`config.mk`:
```
export PLATFORM = sky130hd
export DESIGN_NAME = imem_fetch_ctrl_flat
export DESIGN_NICKNAME = d
export VERILOG_FILES = /design/src/rtl/imem_fetch_ctrl_if.sv /design/src/rtl/imem_fetch_ctrl.sv /design/src/flat_wrapper.sv
export SDC_FILE = /design/constraint.sdc
export NUM_CORES = 1
export LEC_CHECK = 0
export CAP_MARGIN = 20
export CORE_ASPECT_RATIO = 0.9
export CORE_UTILIZATION = 50
export CTS_CLUSTER_DIAMETER = 80
export DETAILED_ROUTE_END_ITERATION = 10
export GPL_ROUTABILITY_DRIVEN = 0
export GPL_TIMING_DRIVEN = 1
export PLACE_DENSITY = 0.94
export SLEW_MARGIN = 20
export SYNTH_ARGS = -nofsm -noshare
export SYNTH_HDL_FRONTEND = slang
export SYNTH_SLANG_ARGS = --single-unit
```
`constraint.sdc`:
```
create_clock -name clk -period 8.31 [get_ports clk]
set_input_delay 1.662 -clock clk [delete_from_list [all_inputs] [get_ports clk]]
set_output_delay 1.662 -clock clk [all_outputs]
set_load 0.03 [all_outputs]
```
`src/rtl/imem_fetch_ctrl_if.sv`:
```
// Loader byte stream and instruction-memory port bundle for imem_fetch_ctrl.
// master = fetch controller, slave = loader host plus memory.
interface imem_fetch_ctrl_if;
    logic        ld_valid;
    logic [7:0]  ld_byte;
    logic        ld_last;
    logic        ld_ready;
    logic        mem_we;
    logic [63:0] mem_wadr;
    logic [7:0]  mem_wdata;
    logic [63:0] mem_adr;
    logic [31:0] mem_instr;

    modport master (
        input  ld_valid, ld_byte, ld_last, mem_instr,
        output ld_ready, mem_we, mem_wadr, mem_wdata, mem_adr
    );

    modport slave (
        output ld_valid, ld_byte, ld_last, mem_instr,
        input  ld_ready, mem_we, mem_wadr, mem_wdata, mem_adr
    );
endinterface

```
`src/rtl/imem_fetch_ctrl.sv`:
```
// Instruction-memory sequencer: byte-stream program loader plus the PC and
// IF/ID register of the pipelined core's fetch stage.
module imem_fetch_ctrl #(
    parameter int unsigned MEM_SIZE = 64,
    parameter logic [63:0] RESET_PC = '0,
    parameter int unsigned INIT_LEN = 16
) (
    input  logic               clk,
    input  logic               reset,
    input  logic               load_start,
    input  logic               run_start,
    imem_fetch_ctrl_if.master  bus,
    input  logic               stall,
    input  logic               redirect,
    input  logic [63:0]        redirect_pc,
    output logic [63:0]        if_pc,
    output logic [31:0]        if_instr,
    output logic               if_valid,
    output logic               running,
    output logic [63:0]        prog_len,
    output logic               err_misalign,
    output logic               err_overflow
);
    localparam logic [63:0] MEM_SIZE_W = 64'(MEM_SIZE);
    localparam logic [63:0] INIT_LEN_W = 64'(INIT_LEN);

    typedef enum logic [1:0] {IDLE, LOAD, RUN, HALT} state_t;

    state_t      state_q, state_d;
    logic [63:0] pc_q, pc_d;
    logic [63:0] prog_len_q, prog_len_d;
    logic [63:0] wptr_q, wptr_d;
    logic [63:0] if_pc_q, if_pc_d;
    logic [31:0] if_instr_q, if_instr_d;
    logic        if_valid_q, if_valid_d;
    logic        err_mis_q, err_mis_d;
    logic        err_ovf_q, err_ovf_d;

    logic        go_load, go_run;
    logic        wr_ok;
    logic [64:0] fetch_end;

    assign wr_ok         = (wptr_q < MEM_SIZE_W);
    assign bus.ld_ready  = (state_q == LOAD);
    assign bus.mem_we    = (state_q == LOAD) && bus.ld_valid && wr_ok;
    assign bus.mem_wadr  = wptr_q;
    assign bus.mem_wdata = bus.ld_byte;
    assign bus.mem_adr   = pc_q;

    assign if_pc        = if_pc_q;
    assign if_instr     = if_instr_q;
    assign if_valid     = if_valid_q;
    assign running      = (state_q == RUN);
    assign prog_len     = prog_len_q;
    assign err_misalign = err_mis_q;
    assign err_overflow = err_ovf_q;

    always_comb begin
        state_d    = state_q;
        pc_d       = pc_q;
        prog_len_d = prog_len_q;
        wptr_d     = wptr_q;
        if_pc_d    = if_pc_q;
        if_instr_d = if_instr_q;
        if_valid_d = if_valid_q;
        err_mis_d  = err_mis_q;
        err_ovf_d  = err_ovf_q;
        go_load    = 1'b0;
        go_run     = 1'b0;
        // 65-bit end compare so a pc near 2^64 cannot wrap below prog_len
        fetch_end  = {1'b0, pc_q} + 65'd4;

        case (state_q)
            IDLE, HALT: begin
                if_valid_d = 1'b0;
                if (load_start) begin
                    go_load = 1'b1;
                end else if (run_start) begin
                    go_run = 1'b1;
                end
            end
            LOAD: begin
                if_valid_d = 1'b0;
                if (bus.ld_valid) begin
                    if (wr_ok) begin
                        wptr_d     = wptr_q + 64'd1;
                        prog_len_d = wptr_q + 64'd1;
                    end else begin
                        err_ovf_d  = 1'b1;
                        prog_len_d = MEM_SIZE_W;
                    end
                    if (bus.ld_last) begin
                        go_run = 1'b1;
                    end
                end
            end
            RUN: begin
                if (load_start) begin
                    go_load = 1'b1;
                end else if (redirect) begin
                    if_valid_d = 1'b0;
                    if (redirect_pc[1:0] != 2'b00) begin
                        err_mis_d = 1'b1;
                        state_d   = HALT;
                    end else begin
                        pc_d = redirect_pc;
                    end
                end else if (stall) begin
                    if_valid_d = if_valid_q;
                end else if (fetch_end > {1'b0, prog_len_q}) begin
                    if_valid_d = 1'b0;
                end else begin
                    if_pc_d    = pc_q;
                    if_instr_d = bus.mem_instr;
                    if_valid_d = 1'b1;
                    pc_d       = pc_q + 64'd4;
                end
            end
            default: state_d = IDLE;
        endcase

        // Mode entry overrides whatever the per-state logic decided above
        if (go_load) begin
            state_d    = LOAD;
            pc_d       = RESET_PC;
            if_valid_d = 1'b0;
            wptr_d     = '0;
            prog_len_d = '0;
            err_ovf_d  = 1'b0;
        end
        if (go_run) begin
            state_d    = RUN;
            pc_d       = RESET_PC;
            if_valid_d = 1'b0;
        end
    end

    always_ff @(posedge clk) begin
        if (reset) begin
            state_q    <= IDLE;
            pc_q       <= RESET_PC;
            prog_len_q <= INIT_LEN_W;
            wptr_q     <= '0;
            if_pc_q    <= '0;
            if_instr_q <= '0;
            if_valid_q <= 1'b0;
            err_mis_q  <= 1'b0;
            err_ovf_q  <= 1'b0;
        end else begin
            state_q    <= state_d;
            pc_q       <= pc_d;
            prog_len_q <= prog_len_d;
            wptr_q     <= wptr_d;
            if_pc_q    <= if_pc_d;
            if_instr_q <= if_instr_d;
            if_valid_q <= if_valid_d;
            err_mis_q  <= err_mis_d;
            err_ovf_q  <= err_ovf_d;
        end
    end
endmodule

```
`src/flat_wrapper.sv`:
```
// flat-port wrapper written by rule: the top's interface ports become plain ports
module imem_fetch_ctrl_flat 
#(
    parameter int unsigned MEM_SIZE = 64,
    parameter logic [63:0] RESET_PC = '0,
    parameter int unsigned INIT_LEN = 16
)
  (clk, reset, load_start, run_start, stall, redirect, redirect_pc, if_pc, if_instr, if_valid, running, prog_len, err_misalign, err_overflow, bus_ld_valid, bus_ld_byte, bus_ld_last, bus_mem_instr, bus_ld_ready, bus_mem_we, bus_mem_wadr, bus_mem_wdata, bus_mem_adr);
  imem_fetch_ctrl_if bus_i ();
  input  logic clk;
  input  logic reset;
  input  logic load_start;
  input  logic run_start;
  input  logic stall;
  input  logic redirect;
  input  logic [63:0] redirect_pc;
  output logic [63:0] if_pc;
  output logic [31:0] if_instr;
  output logic if_valid;
  output logic running;
  output logic [63:0] prog_len;
  output logic err_misalign;
  output logic err_overflow;
  input wire logic [$bits(bus_i.ld_valid)-1:0] bus_ld_valid;
  input wire logic [$bits(bus_i.ld_byte)-1:0] bus_ld_byte;
  input wire logic [$bits(bus_i.ld_last)-1:0] bus_ld_last;
  input wire logic [$bits(bus_i.mem_instr)-1:0] bus_mem_instr;
  output wire logic [$bits(bus_i.ld_ready)-1:0] bus_ld_ready;
  output wire logic [$bits(bus_i.mem_we)-1:0] bus_mem_we;
  output wire logic [$bits(bus_i.mem_wadr)-1:0] bus_mem_wadr;
  output wire logic [$bits(bus_i.mem_wdata)-1:0] bus_mem_wdata;
  output wire logic [$bits(bus_i.mem_adr)-1:0] bus_mem_adr;
  assign bus_i.ld_valid = bus_ld_valid;
  assign bus_i.ld_byte = bus_ld_byte;
  assign bus_i.ld_last = bus_ld_last;
  assign bus_i.mem_instr = bus_mem_instr;
  assign bus_ld_ready = bus_i.ld_ready;
  assign bus_mem_we = bus_i.mem_we;
  assign bus_mem_wadr = bus_i.mem_wadr;
  assign bus_mem_wdata = bus_i.mem_wdata;
  assign bus_mem_adr = bus_i.mem_adr;
  imem_fetch_ctrl #(.MEM_SIZE(MEM_SIZE), .RESET_PC(RESET_PC), .INIT_LEN(INIT_LEN)) u_core (.clk(clk), .reset(reset), .load_start(load_start), .run_start(run_start), .bus(bus_i), .stall(stall), .redirect(redirect), .redirect_pc(redirect_pc), .if_pc(if_pc), .if_instr(if_instr), .if_valid(if_valid), .running(running), .prog_len(prog_len), .err_misalign(err_misalign), .err_overflow(err_overflow));
endmodule
```
==> impl_metrics.env <==
export IMPL_final_net_count=2044
export IMPL_crit_arrival_ns=7.25
export IMPL_timing_hold_violations_final=0
export IMPL_max_slew_margin=0.346
export IMPL_detail_route_first_pass_iterations=6
export IMPL_place_area_um2=17600
export IMPL_timing_reg2reg_setup_slack_ns=1.46
export IMPL_setup_violations_final=0
export IMPL_routedWlPerCell_um=21.3
export IMPL_starting_utilization_of_the_core_area=0.508
export IMPL_post_synth_main_area_contributors="dfxtp_1 43%, mux2i_1 8.2%, ha_1 6.2%"
export IMPL_postSynthAreaPerCell_um2=8.89
export IMPL_skew_ns=0.0154
export IMPL_rsz0062_at_grt="false"
export IMPL_worst_slew_pin_transition_ns=0.972
export IMPL_crit_path_end_kind="flip-flop"
export IMPL_grt_first_pass_wirelength_mm=73.8
export IMPL_regToRegEndpoint="u_core.if_pc[12]"
export IMPL_htree_num_levels=1
export IMPL_globalRouteOverflowTotal=0
export IMPL_grt_met3_usage=0.0802
export IMPL_num_vias=13300
export IMPL_postSynth_asyncResetShare=0
export IMPL_critPathLaunch="u_core.bus.mem_adr[2]"
export IMPL_vias_per_cell=5.95
export IMPL_remaining_drc_errors=0
export IMPL_grt_usage=0.331
export IMPL_final_max_slew_violation_count=0
export IMPL_dp_worst_setup_slack_ns=1.75
export IMPL_postRouteWirelength_mm=47.8
export IMPL_area_enclosed_by_the_die_boundary_um2=28000
export IMPL_cp_max_fo=43
export IMPL_buffers_inserted_by_post_cts_timing_repair=0
export IMPL_critPathKind="reg -> reg"
export IMPL_timing_final_ws_setup_ns=1.46
export IMPL_cts_root_to_sink_buffers=3
export IMPL_synth_yosys_warnings=0
export IMPL_crit_reg2reg_launch="u_core.bus.mem_adr[2]"
export IMPL_worst_setup_path_start_kind="flip-flop"
export IMPL_grt_use_met1=0.390
export IMPL_die_width_um=176
export IMPL_cts_root_buffer="clkbuf_16"
export IMPL_initial_antenna_violation_count=1
export IMPL_min_delay_worst_endpoint="u_core.if_pc[51]"
export IMPL_drt_iter0_drc=1237
export IMPL_groute_layer_met2_usage=0.566
export IMPL_synth_nets=1716
export IMPL_worst_reg_to_reg_path_cell_count=19
export IMPL_final_setup_tns_ns=0
export IMPL_status="complete, no violations"
export IMPL_dieHeight_um=159
export IMPL_buffer_ports_inserted=397
export IMPL_power_leakage_nw=7.43
export IMPL_core_area_um2=26900
export IMPL_min_delay_path_depth=2
export IMPL_synth_edf_count=0
export IMPL_fraction_of_layout_instances_using_a_drive_strength_above_1=0.0472
export IMPL_cts_sinks=293
export IMPL_cts_inserted_buffers=31
export IMPL_required_ns=8.71
export IMPL_ios=414
export IMPL_yosys_area_top_type_share=0.429
export IMPL_detail_route_antenna_nets=0
export IMPL_max_cap_viol_count=0
export IMPL_timing_hold_ws_ns=0.461
export IMPL_mostFrequentLayoutCells="395 x clkdlybuf4s50_1, 293 x dfxtp_1, 159 x nor2_1"
export IMPL_hp_start="u_core.if_pc[51]"
export IMPL_postCtsResizedCells=0
export IMPL_area_growth_syn_to_layout_pct=37.1
export IMPL_grt_max_degree=101
export IMPL_clock_fmax_mhz=146
export IMPL_netlist_instances=1536
export IMPL_timing_final_crit_period_ns=6.85
export IMPL_cts_hold_repair_buffers=0
export IMPL_area_of_the_mapped_netlist_um2=13700
export IMPL_vdd_ir_drop_worst_mv=0.210
export IMPL_synthDistinctLibCells=64
export IMPL_clk_transition_reported_paths_ns=0.07
export IMPL_ys_flop_type="dfxtp_1"
export IMPL_rows=57
export IMPL_worstSkewPairLatency_ns=0.56
export IMPL_grt_busiest_layer="met2"
export IMPL_synth_ff_latch_count=293
export IMPL_synth_largest_area_cell="dfxtp_1"
export IMPL_post_synthesis_sequential_area_ratio=0.429
export IMPL_power_per_cell_area_nw_per_um2=164
export IMPL_holdCritPathClass="reg -> reg"
export IMPL_number_of_global_route_vias_before_repair=13000
export IMPL_layout_worst_path_cycle_share=0.824
export IMPL_cts_tree="yes"
export IMPL_most_common_library_cell_in_the_layout_ignoring_fill_and_taps="clkdlybuf4s50_1"
export IMPL_final_instance_area_um2=18700
export IMPL_detailedPlacementHpwl_mm=33.9
## worst max-delay path by stage
stage                             endpoint  slack (ns)
floorplan           u_core.bus.mem_adr[62]        3.11
global placement    u_core.bus.mem_adr[29]        1.97
detailed placement  u_core.bus.mem_adr[29]        1.75
CTS                       u_core.if_pc[12]        1.60
global route              u_core.if_pc[12]        0.96
finish                    u_core.if_pc[12]        1.46
## metrics by stage
| stage | instances | power, mW | utilization |
|---|---|---|---|
| after floorplan | 1536 | 1.58 | - |
| after global placement | 2183 | 1.67 | 0.655 |
| final | 2242 | 3.08 | 0.696 |
| after CTS | 2240 | 3.09 | 0.695 |
| after global routing | 2242 | 3.16 | 0.696 |
| after detailed placement | 2184 | 1.67 | 0.656 |
## power by group
part           leakage [nW]  internal [mW]  switching, mW
Sequential             2.36           1.41        0.00660
Clock                 0.515          0.833          0.596
Combinational          4.55         0.0902          0.141
## sequential cells by signal, indices dropped and copies added (netlist names)
name / cells
u_core.bus.mem_adr: 64
u_core.bus.mem_wadr: 64
u_core.if_pc: 64
u_core.prog_len: 64
u_core.if_instr: 32
u_core.state_q: 2
u_core.err_misalign: 1
u_core.err_overflow: 1
u_core.if_valid: 1
## cell type report
| cell class | instances | area (um^2) |
|---|---|---|
| antenna | 1 | 2.50 |
| clock buffer | 41 | 873 |
| clock inverter | 15 | 173 |
| fill | 1918 | 8170 |
| inverter | 84 | 315 |
| multi-input combinational | 1042 | 6930 |
| sequential | 293 | 5870 |
| tap | 354 | 443 |
| timing repair buffer | 412 | 4120 |
## critical path: stages (launching register included)
cell and delay, ns:
dfxtp_1 0.45, ha_1 0.25, and4_1 0.33, nand4_2 0.31, or4_1 0.77, nor3_1 0.43, nand3_1 0.32, nor2_1 0.20
xor2_1 0.09, ha_1 0.32, nand2_1 0.09, nor4_1 0.54, nand2_1 0.14, nor3_1 0.27, nor4bb_1 0.13, o211a_1 0.28
nor2_4 0.60, buf_4 0.63, mux2i_1 0.39, nor2_1 0.11
## per-layer routing
layer  routed length, um  vias to the layer above
met2               22700                      887
li1                    -                     6031
met1               17200                     6247
met5                   0                        -
met4                2450                        0
met3                5390                      177
## synthesized netlist by cell type, types with 2 or more instances
library cell,number
o2111ai_1,7
nor4_1,23
nand2_1,87
mux2i_1,112
nand3_1,46
a32o_1,14
buf_8,5
buf_1,4
o211ai_1,9
o31ai_1,38
o41ai_1,3
nor3b_1,3
a221oi_1,6
or4_1,2
a21oi_1,64
buf_6,2
dfxtp_1,293
o21ai_0,39
buf_2,14
o21a_1,4
nand2b_1,10
o22ai_1,3
inv_1,84
or3_1,5
buf_4,13
and4_1,8
o21ai_1,5
a21o_1,9
nand4b_1,3
and2_1,60
and3_1,11
xor2_1,29
clkbuf_1,79
or2_2,5
xnor2_1,41
nor3_1,86
nor2_1,161
nor2b_1,2
nor4bb_1,2
a22oi_1,2
nand4_1,53
ha_1,68
## cell families after synthesis
kind of cell	synth area share
simple gates	0.211
flops	0.429
compound gates	0.105
buf+inv	0.0653
mux	0.0821
xor+xnor	0.0449
fa+ha+maj	0.0623
Note: power is estimated with default switching activity, not from simulation.
